<file path="src/rtl/gps_bridge_pkg.sv">
// Shared definitions for the GPS-to-MCU SPI bridge.
//  - sched_state_t : sample scheduler states (sequential encoding)
//  - gps_sel_t     : bridge select codes for the i0/i1/q0/q1 sample bits
//  - DECIM_W       : width of the decimation ratio input
package gps_bridge_pkg;

    localparam int DECIM_W = 4;

    typedef enum logic [1:0] {
        ST_IDLE  = 2'd0,
        ST_ARMED = 2'd1,
        ST_REQ   = 2'd2,
        ST_XFER  = 2'd3
    } sched_state_t;

    typedef enum logic [1:0] {
        SEL_I0 = 2'd0,
        SEL_I1 = 2'd1,
        SEL_Q0 = 2'd2,
        SEL_Q1 = 2'd3
    } gps_sel_t;

endpackage

</file>
<file path="src/rtl/sync_2ff.sv">
// Single-bit flop-chain synchroniser into the clk domain.
// Ports:
//   clk   - destination clock
//   rst_n - asynchronous active-low reset, clears the chain
//   d     - asynchronous input
//   q     - synchronised output (STAGES clocks of latency)
module sync_2ff #(
    parameter int STAGES = 2
) (
    input  logic clk,
    input  logic rst_n,
    input  logic d,
    output logic q
);

    logic [STAGES-1:0] r_sync;

    always_ff @(posedge clk or negedge rst_n) begin
        if (!rst_n) begin
            r_sync <= '0;
        end else begin
            r_sync[0] <= d;
            for (int i = 1; i < STAGES; i++) begin
                r_sync[i] <= r_sync[i-1];
            end
        end
    end

    assign q = r_sync[STAGES-1];

endmodule

</file>
<file path="src/rtl/gps_sample_sched.sv">
// GPS sample scheduler: synchronises the front-end sample clock and I/Q bits,
// decimates the sample stream, latches one sample and runs the DATAREADY
// handshake with the SPI bridge. Counts dropped samples and ack timeouts.
// Ports:
//   MCU_CLK_25_000 - sole clock, rising edge
//   RESET_N        - asynchronous active-low reset
//   GPS_CLK        - asynchronous front-end sample clock
//   GPS_I0/I1/Q0/Q1- asynchronous sample bits, valid around GPS_CLK rise
//   ENABLE         - run/stop for scheduling
//   DECIM          - forward 1 of every DECIM+1 sample edges
//   STAT_CLR       - one-cycle pulse clearing OVERRUN, ACK_ERR, OVR_CNT
//   BRIDGE_SS      - bridge slave select, low = transfer accepted
//   DATAREADY      - request to the bridge
//   S_I0/I1/Q0/Q1  - latched sample, held for the whole transfer
//   OVERRUN        - sticky, a forwarded sample was dropped
//   ACK_ERR        - sticky, DATAREADY timed out
//   OVR_CNT        - saturating dropped-sample count
module gps_sample_sched
    import gps_bridge_pkg::*;
#(
    parameter int SYNC_STAGES = 2,
    parameter int XFER_CYCLES = 5,
    parameter int ACK_TIMEOUT = 8,
    parameter int OVR_W       = 8
) (
    input  logic               MCU_CLK_25_000,
    input  logic               RESET_N,
    input  logic               GPS_CLK,
    input  logic               GPS_I0,
    input  logic               GPS_I1,
    input  logic               GPS_Q0,
    input  logic               GPS_Q1,
    input  logic               ENABLE,
    input  logic [DECIM_W-1:0] DECIM,
    input  logic               STAT_CLR,
    input  logic               BRIDGE_SS,
    output logic               DATAREADY,
    output logic               S_I0,
    output logic               S_I1,
    output logic               S_Q0,
    output logic               S_Q1,
    output logic               OVERRUN,
    output logic               ACK_ERR,
    output logic [OVR_W-1:0]   OVR_CNT
);

    localparam int XW = $clog2(XFER_CYCLES + 1);
    localparam int TW = $clog2(ACK_TIMEOUT + 1);
    localparam logic [XW-1:0] XFER_LOAD = XW'(XFER_CYCLES - 1);
    localparam logic [TW-1:0] TO_LAST   = TW'(ACK_TIMEOUT - 1);

    // clock and data share the same sync depth so the sample lines up with the event
    logic       w_gclk_s;
    logic [3:0] w_iq_s;
    logic [4:0] w_sync_d;
    logic [4:0] w_sync_q;

    assign w_sync_d = {GPS_CLK, GPS_I0, GPS_I1, GPS_Q0, GPS_Q1};
    assign w_gclk_s = w_sync_q[4];
    assign w_iq_s   = w_sync_q[3:0];

    for (genvar g = 0; g < 5; g++) begin : g_sync
        sync_2ff #(.STAGES(SYNC_STAGES)) u_sync (
            .clk   (MCU_CLK_25_000),
            .rst_n (RESET_N),
            .d     (w_sync_d[g]),
            .q     (w_sync_q[g])
        );
    end

    sched_state_t       r_state, w_state_nxt;
    logic               r_gclk_d;
    logic [DECIM_W-1:0] r_dcnt, w_dcnt_nxt;
    logic [XW-1:0]      r_xcnt, w_xcnt_nxt;
    logic [TW-1:0]      r_tcnt, w_tcnt_nxt;
    logic               r_dr, w_dr_nxt;
    logic [3:0]         r_s, w_s_nxt;
    logic               r_ovr, w_ovr_nxt;
    logic               r_ackerr, w_ackerr_nxt;
    logic [OVR_W-1:0]   r_ovr_cnt, w_ovr_cnt_nxt;

    logic w_evt, w_fwd, w_drop;

    always_ff @(posedge MCU_CLK_25_000 or negedge RESET_N) begin
        if (!RESET_N) begin
            r_state   <= ST_IDLE;
            r_gclk_d  <= 1'b0;
            r_dcnt    <= '0;
            r_xcnt    <= '0;
            r_tcnt    <= '0;
            r_dr      <= 1'b0;
            r_s       <= '0;
            r_ovr     <= 1'b0;
            r_ackerr  <= 1'b0;
            r_ovr_cnt <= '0;
        end else begin
            r_state   <= w_state_nxt;
            r_gclk_d  <= w_gclk_s;
            r_dcnt    <= w_dcnt_nxt;
            r_xcnt    <= w_xcnt_nxt;
            r_tcnt    <= w_tcnt_nxt;
            r_dr      <= w_dr_nxt;
            r_s       <= w_s_nxt;
            r_ovr     <= w_ovr_nxt;
            r_ackerr  <= w_ackerr_nxt;
            r_ovr_cnt <= w_ovr_cnt_nxt;
        end
    end

    always_comb begin
        w_state_nxt   = r_state;
        w_dcnt_nxt    = r_dcnt;
        w_xcnt_nxt    = r_xcnt;
        w_tcnt_nxt    = r_tcnt;
        w_dr_nxt      = r_dr;
        w_s_nxt       = r_s;
        w_ovr_nxt     = STAT_CLR ? 1'b0 : r_ovr;
        w_ackerr_nxt  = STAT_CLR ? 1'b0 : r_ackerr;
        w_ovr_cnt_nxt = STAT_CLR ? '0 : r_ovr_cnt;

        w_evt  = w_gclk_s & ~r_gclk_d;
        // >= rather than == so a DECIM reduced below dcnt forwards the next event
        w_fwd  = w_evt && (r_state != ST_IDLE) && (r_dcnt >= DECIM);
        w_drop = w_fwd && ((r_state == ST_REQ) || (r_state == ST_XFER));

        if (w_evt && (r_state != ST_IDLE)) begin
            w_dcnt_nxt = w_fwd ? '0 : r_dcnt + 1'b1;
        end

        // clear is applied above, so a coincident drop still lands as a count of 1
        if (w_drop) begin
            w_ovr_nxt = 1'b1;
            if (w_ovr_cnt_nxt != '1) begin
                w_ovr_cnt_nxt = w_ovr_cnt_nxt + 1'b1;
            end
        end

        case (r_state)
            ST_IDLE: begin
                w_dr_nxt   = 1'b0;
                w_dcnt_nxt = '0;
                if (ENABLE) begin
                    w_state_nxt = ST_ARMED;
                end
            end
            ST_ARMED: begin
                if (w_fwd) begin
                    w_s_nxt     = w_iq_s;
                    w_dr_nxt    = 1'b1;
                    w_tcnt_nxt  = '0;
                    w_state_nxt = ST_REQ;
                end else if (!ENABLE) begin
                    w_state_nxt = ST_IDLE;
                end
            end
            ST_REQ: begin
                if (!BRIDGE_SS) begin
                    w_dr_nxt    = 1'b0;
                    w_xcnt_nxt  = XFER_LOAD;
                    w_state_nxt = ST_XFER;
                end else if (r_tcnt == TO_LAST) begin
                    w_dr_nxt     = 1'b0;
                    w_ackerr_nxt = 1'b1;
                    w_state_nxt  = ENABLE ? ST_ARMED : ST_IDLE;
                end else begin
                    w_tcnt_nxt = r_tcnt + 1'b1;
                end
            end
            ST_XFER: begin
                if (r_xcnt == '0) begin
                    w_state_nxt = ENABLE ? ST_ARMED : ST_IDLE;
                end else begin
                    w_xcnt_nxt = r_xcnt - 1'b1;
                end
            end
            default: begin
                w_dr_nxt    = 1'b0;
                w_state_nxt = ST_IDLE;
            end
        endcase
    end

    assign DATAREADY = r_dr;
    assign S_I0      = r_s[3];
    assign S_I1      = r_s[2];
    assign S_Q0      = r_s[1];
    assign S_Q1      = r_s[0];
    assign OVERRUN   = r_ovr;
    assign ACK_ERR   = r_ackerr;
    assign OVR_CNT   = r_ovr_cnt;

endmodule

</file>
<file path="config.mk">
export PLATFORM = sky130hd
export DESIGN_NAME = gps_sample_sched
export DESIGN_NICKNAME = d
export VERILOG_FILES = /design/src/rtl/gps_bridge_pkg.sv /design/src/rtl/sync_2ff.sv /design/src/rtl/gps_sample_sched.sv
export SDC_FILE = /design/constraint.sdc
export NUM_CORES = 1
export LEC_CHECK = 0
export CORE_UTILIZATION = 53
export DETAILED_ROUTE_END_ITERATION = 7
export GPL_ROUTABILITY_DRIVEN = 0
export GPL_TIMING_DRIVEN = 1
export MAX_ROUTING_LAYER = met4
export PLACE_DENSITY = 0.79
export SETUP_SLACK_MARGIN = 0.02
export SLEW_MARGIN = 20
export SYNTH_ARGS = -nofsm -noshare
export SYNTH_HDL_FRONTEND = slang
export SYNTH_HIERARCHICAL = 1
export SYNTH_SLANG_ARGS = --single-unit
</file>
<file path="constraint.sdc">
create_clock -name MCU_CLK_25_000 -period 2.5 [get_ports MCU_CLK_25_000]
set_input_delay 0.75 -clock MCU_CLK_25_000 [delete_from_list [all_inputs] [get_ports MCU_CLK_25_000]]
set_output_delay 0.75 -clock MCU_CLK_25_000 [all_outputs]
set_load 0.01 [all_outputs]
</file>
==> results.yml <==
die:
  core.rowCount: 21
  die_y_um: 60.91
  chipWidth_um: 60.91
  fp.coreArea_um2: 3337
  num_io_pins: 29
  start_util_pct: 55.12
  die-area_um2: 3710
placed_design:
  dpl_cell_area_um2: 2208
  hpwl_um: 2467
  place.port_buffers: 28
  pre_cts_ws_ns: -0.2299
  dp.cells: 245
finish:
  drive_above_1_share_pct: 13.04
  final_nets: 229
  final_cell_mix: "39 x dfrtp_1, 27 x clkdlybuf4s50_1, 15 x inv_1, 15 x nand2_1, 10 x nand3_1"
  fin_cells: 253
  fillers: 263
  antenna_cells: 0
  multi_input_area_um2: 792.0
  layout_commonest_cell: "dfrtp_1"
  layout.area.seq_um2: 975.9
  final_area_um2: 2267
  area_delta_synth_final_pct: 23.27
clocking:
  root_buffer: "clkbuf_4"
  clock_latency_ns: 0.33
  cts_max_level: 2
  cts_setup_buffers: 0
  clkTransAtPathRegs_ns: 0.11
  cts_sinks: 39
  cts_tree: "yes"
  cts.path.max_buffers: 2
  numCtsBuffers: 5
critical_path:
  critPathKind: "in -> reg"
  required_ns: 2.73
  cp_num_cells: 6
  crit_family: "compound AO/OA/AOI/OAI gates"
  start_kind: "primary input"
  crit_path_end: "r_s[1]"
  crit_fanout: 10
  ff2ff_setup_slack_ns: 0.50
  reg2reg_from: "r_dcnt[0]"
  cp_data_arrival_time_ns: 2.61
  rr_worst_depth: 6
  startpoint: "DECIM[0]"
  r2r_end: "r_s[1]"
  critical_path_buf_inv_count: 1
  cp-end-kind: "register"
  crit_chain: "clkdlybuf4s50_1 > ha_1 > nand2b_1 > a2111o_1 > and4_4 > mux2_4"
  slowest_delay_ns: 0.50
  slowest_stage: "a2111o_1"
pwr:
  power.clock.fraction_pct: 18.7
  comb_power_share_pct: 28.7
  power_density_nw_per_um2: 703.1
  leakage_nw: 1.048
  internal_power_mw: 1.086
  vdd_drop_max_uv: 638.8
  switching_share_pct: 31.89
  seqPwrFrac_pct: 52.6
  p_switching_mw: 0.5082
outcome:
  outcome: "finished clean"
timing:
  fin_worst_skew_ns: 0.005997
  slew_violations: 0
  relSlewSlack_pct: 45.25
  worst_pin_slew_ns: 0.8212
  rsz0062_at_grt: "no"
  finalHoldViolations: 0
  setup_viol: 0
  period_share_pct: 95.37
  period_minus_slack_ns: 2.384
  setup_ws_ns: 0.1156
  tns_ns: 0
  max_freq_mhz: 419.4
route:
  wirelength_um: 3303
  drc: 0
  antenna_left: 0
  drt-wirelength-per-cell_um: 13.06
  drt-pass1-iter-count: 4
  initialDrtViolationCount: 33
  viasPerCell: 5.372
  routed-via-count: 1359
worst_hold_path:
  min-delay-start: "g_sync[1].u_sync/r_sync[0]"
  holdCritPathClass: "reg -> reg"
grt:
  antenna_found_initial: 0
  grt_max_degree: 40
  track_usage_pct: 22.53
  overflow: 0
  grt_pass1_vias: 1348
  grt_pass1_wl_um: 5782
synthesis:
  synthDistinctLibCells: 40
  yosysSeqAreaShare_pct: 53.06
  ys_warn_count: 6
  synth_area_leaders: "dfrtp_1 53%, ha_1 6.1%, inv_1 3.1%, nand2_1 3.1%, nand3_1 2.7%"
  syn_area_um2: 1839
  netlist.area_leader.share_pct: 53.06
  ys_ff_latch: 39
  netlist_instances: 167
  synth_top_cell_by_area: "dfrtp_1"
  syn_avg_cell_area_um2: 11.01
  synth_nets: 190
job:
  max_cap_viol_count: 0
-- sequential cells by signal, summed over array words and instances (netlist names), 2 cells and up --
register	count
g_sync.u_sync/r_sync	10
OVR_CNT	8
r_dcnt	4
r_s	4
r_tcnt	4
r_xcnt	3
r_state	2
-- timing repair --
| action | 4_1_cts | 5_1_grt |
|---|---|---|
| hold buffers | 0 | 0 |
| endpoints found under the setup margin | 0 | 1 |
| resized for setup | 0 | 1 |
-- power by group through the flow --
stage	Sequential, mW	Combinational [mW]	Clock, mW
2_1_floorplan	0.814	0.305	0
3_3_place_gp	0.840	0.423	0
3_5_place_dp	0.846	0.454	0
4_1_cts	0.834	0.457	0.310
5_1_grt	0.855	0.526	0.334
6_report	0.838	0.457	0.298
-- metal layers --
layer | global-route usage (%) | part of all wire, % | vias to the layer above
met5 | - | 0 | -
met4 | 11.69 | 2.6 | 0
met3 | 5.330 | 3.5 | 8
met2 | 35.64 | 50 | 28
met1 | 26.77 | 44 | 658
li1 | - | - | 665
-- metrics by stage --
step | util [%] | hold WS (ns) | power [mW]
6_report | 67.94 | 0.3585 | 1.594
5_1_grt | 67.94 | 0.3735 | 1.716
3_3_place_gp | 66.18 | 0.3353 | 1.264
3_5_place_dp | 66.18 | 0.3347 | 1.300
4_1_cts | 67.68 | 0.3597 | 1.602
2_1_floorplan | - | 0.3312 | 1.119
-- how the worst min path moves through the flow --
stage | cells after the start | slack, ns | end
after global placement | 0 | 0.34 | g_sync[4].u_sync/r_sync[1]
after CTS | 0 | 0.36 | g_sync[4].u_sync/r_sync[1]
final | 0 | 0.36 | g_sync[1].u_sync/r_sync[1]
after detailed placement | 0 | 0.33 | g_sync[4].u_sync/r_sync[1]
after floorplan | 0 | 0.33 | g_sync[0].u_sync/r_sync[1]
after global routing | 0 | 0.37 | g_sync[2].u_sync/r_sync[1]
-- cells by family after synthesis --
logic type / Yosys count / synth area share, %
AO/OA/AOI/OAI: 32 / 11.50
XOR/XNOR: 3 / 1.429
adder cells (fa/ha/maj): 9 / 6.123
buffers and inverters: 19 / 4.353
flip-flops: 39 / 53.06
multiplexers: 8 / 5.374
AND/OR/NAND/NOR: 57 / 18.16
-- synth_stat cells --
library cell,instances
a311oi_1,1
nor2_1,4
a31oi_1,4
mux2i_1,2
and4_4,1
o22a_1,1
or3_1,2
a21o_1,1
nand4_2,1
inv_1,15
nor4_4,1
nand2b_1,7
dfrtp_1,39
and2b_1,2
nand3b_1,2
o21ai_0,7
a22oi_1,1
nor3b_1,1
nor2_2,1
xnor2_1,3
clkbuf_1,2
a22o_1,4
nor2b_2,1
nor3_1,2
o31ai_1,2
nor3_2,1
mux2_2,3
nand2_1,15
o22ai_1,4
nand3_1,10
a2111o_1,1
ha_1,9
or4_1,1
mux2_4,3
o211ai_1,1
buf_2,1
and3_1,3
buf_6,1
a21oi_1,5
nor2b_1,2
-- worst register-to-register path, cell delays in order, from the launching register on --
cell      delay, ns
dfrtp_1        0.41
inv_1          0.10
ha_1           0.22
nand2b_1       0.13
a2111o_1       0.50
and4_4         0.24
mux2_4         0.31
-- cell type report --
type | count | area share [%]
Tap cell | 46 | 2.539
Clock inverter | 1 | 0.2208
Inverter | 15 | 2.483
Sequential cell | 39 | 43.05
Multi-Input combinational cell | 109 | 34.93
Timing Repair Buffer | 36 | 14.79
Clock buffer | 7 | 1.987
Note: power is estimated with default switching activity, not from simulation.
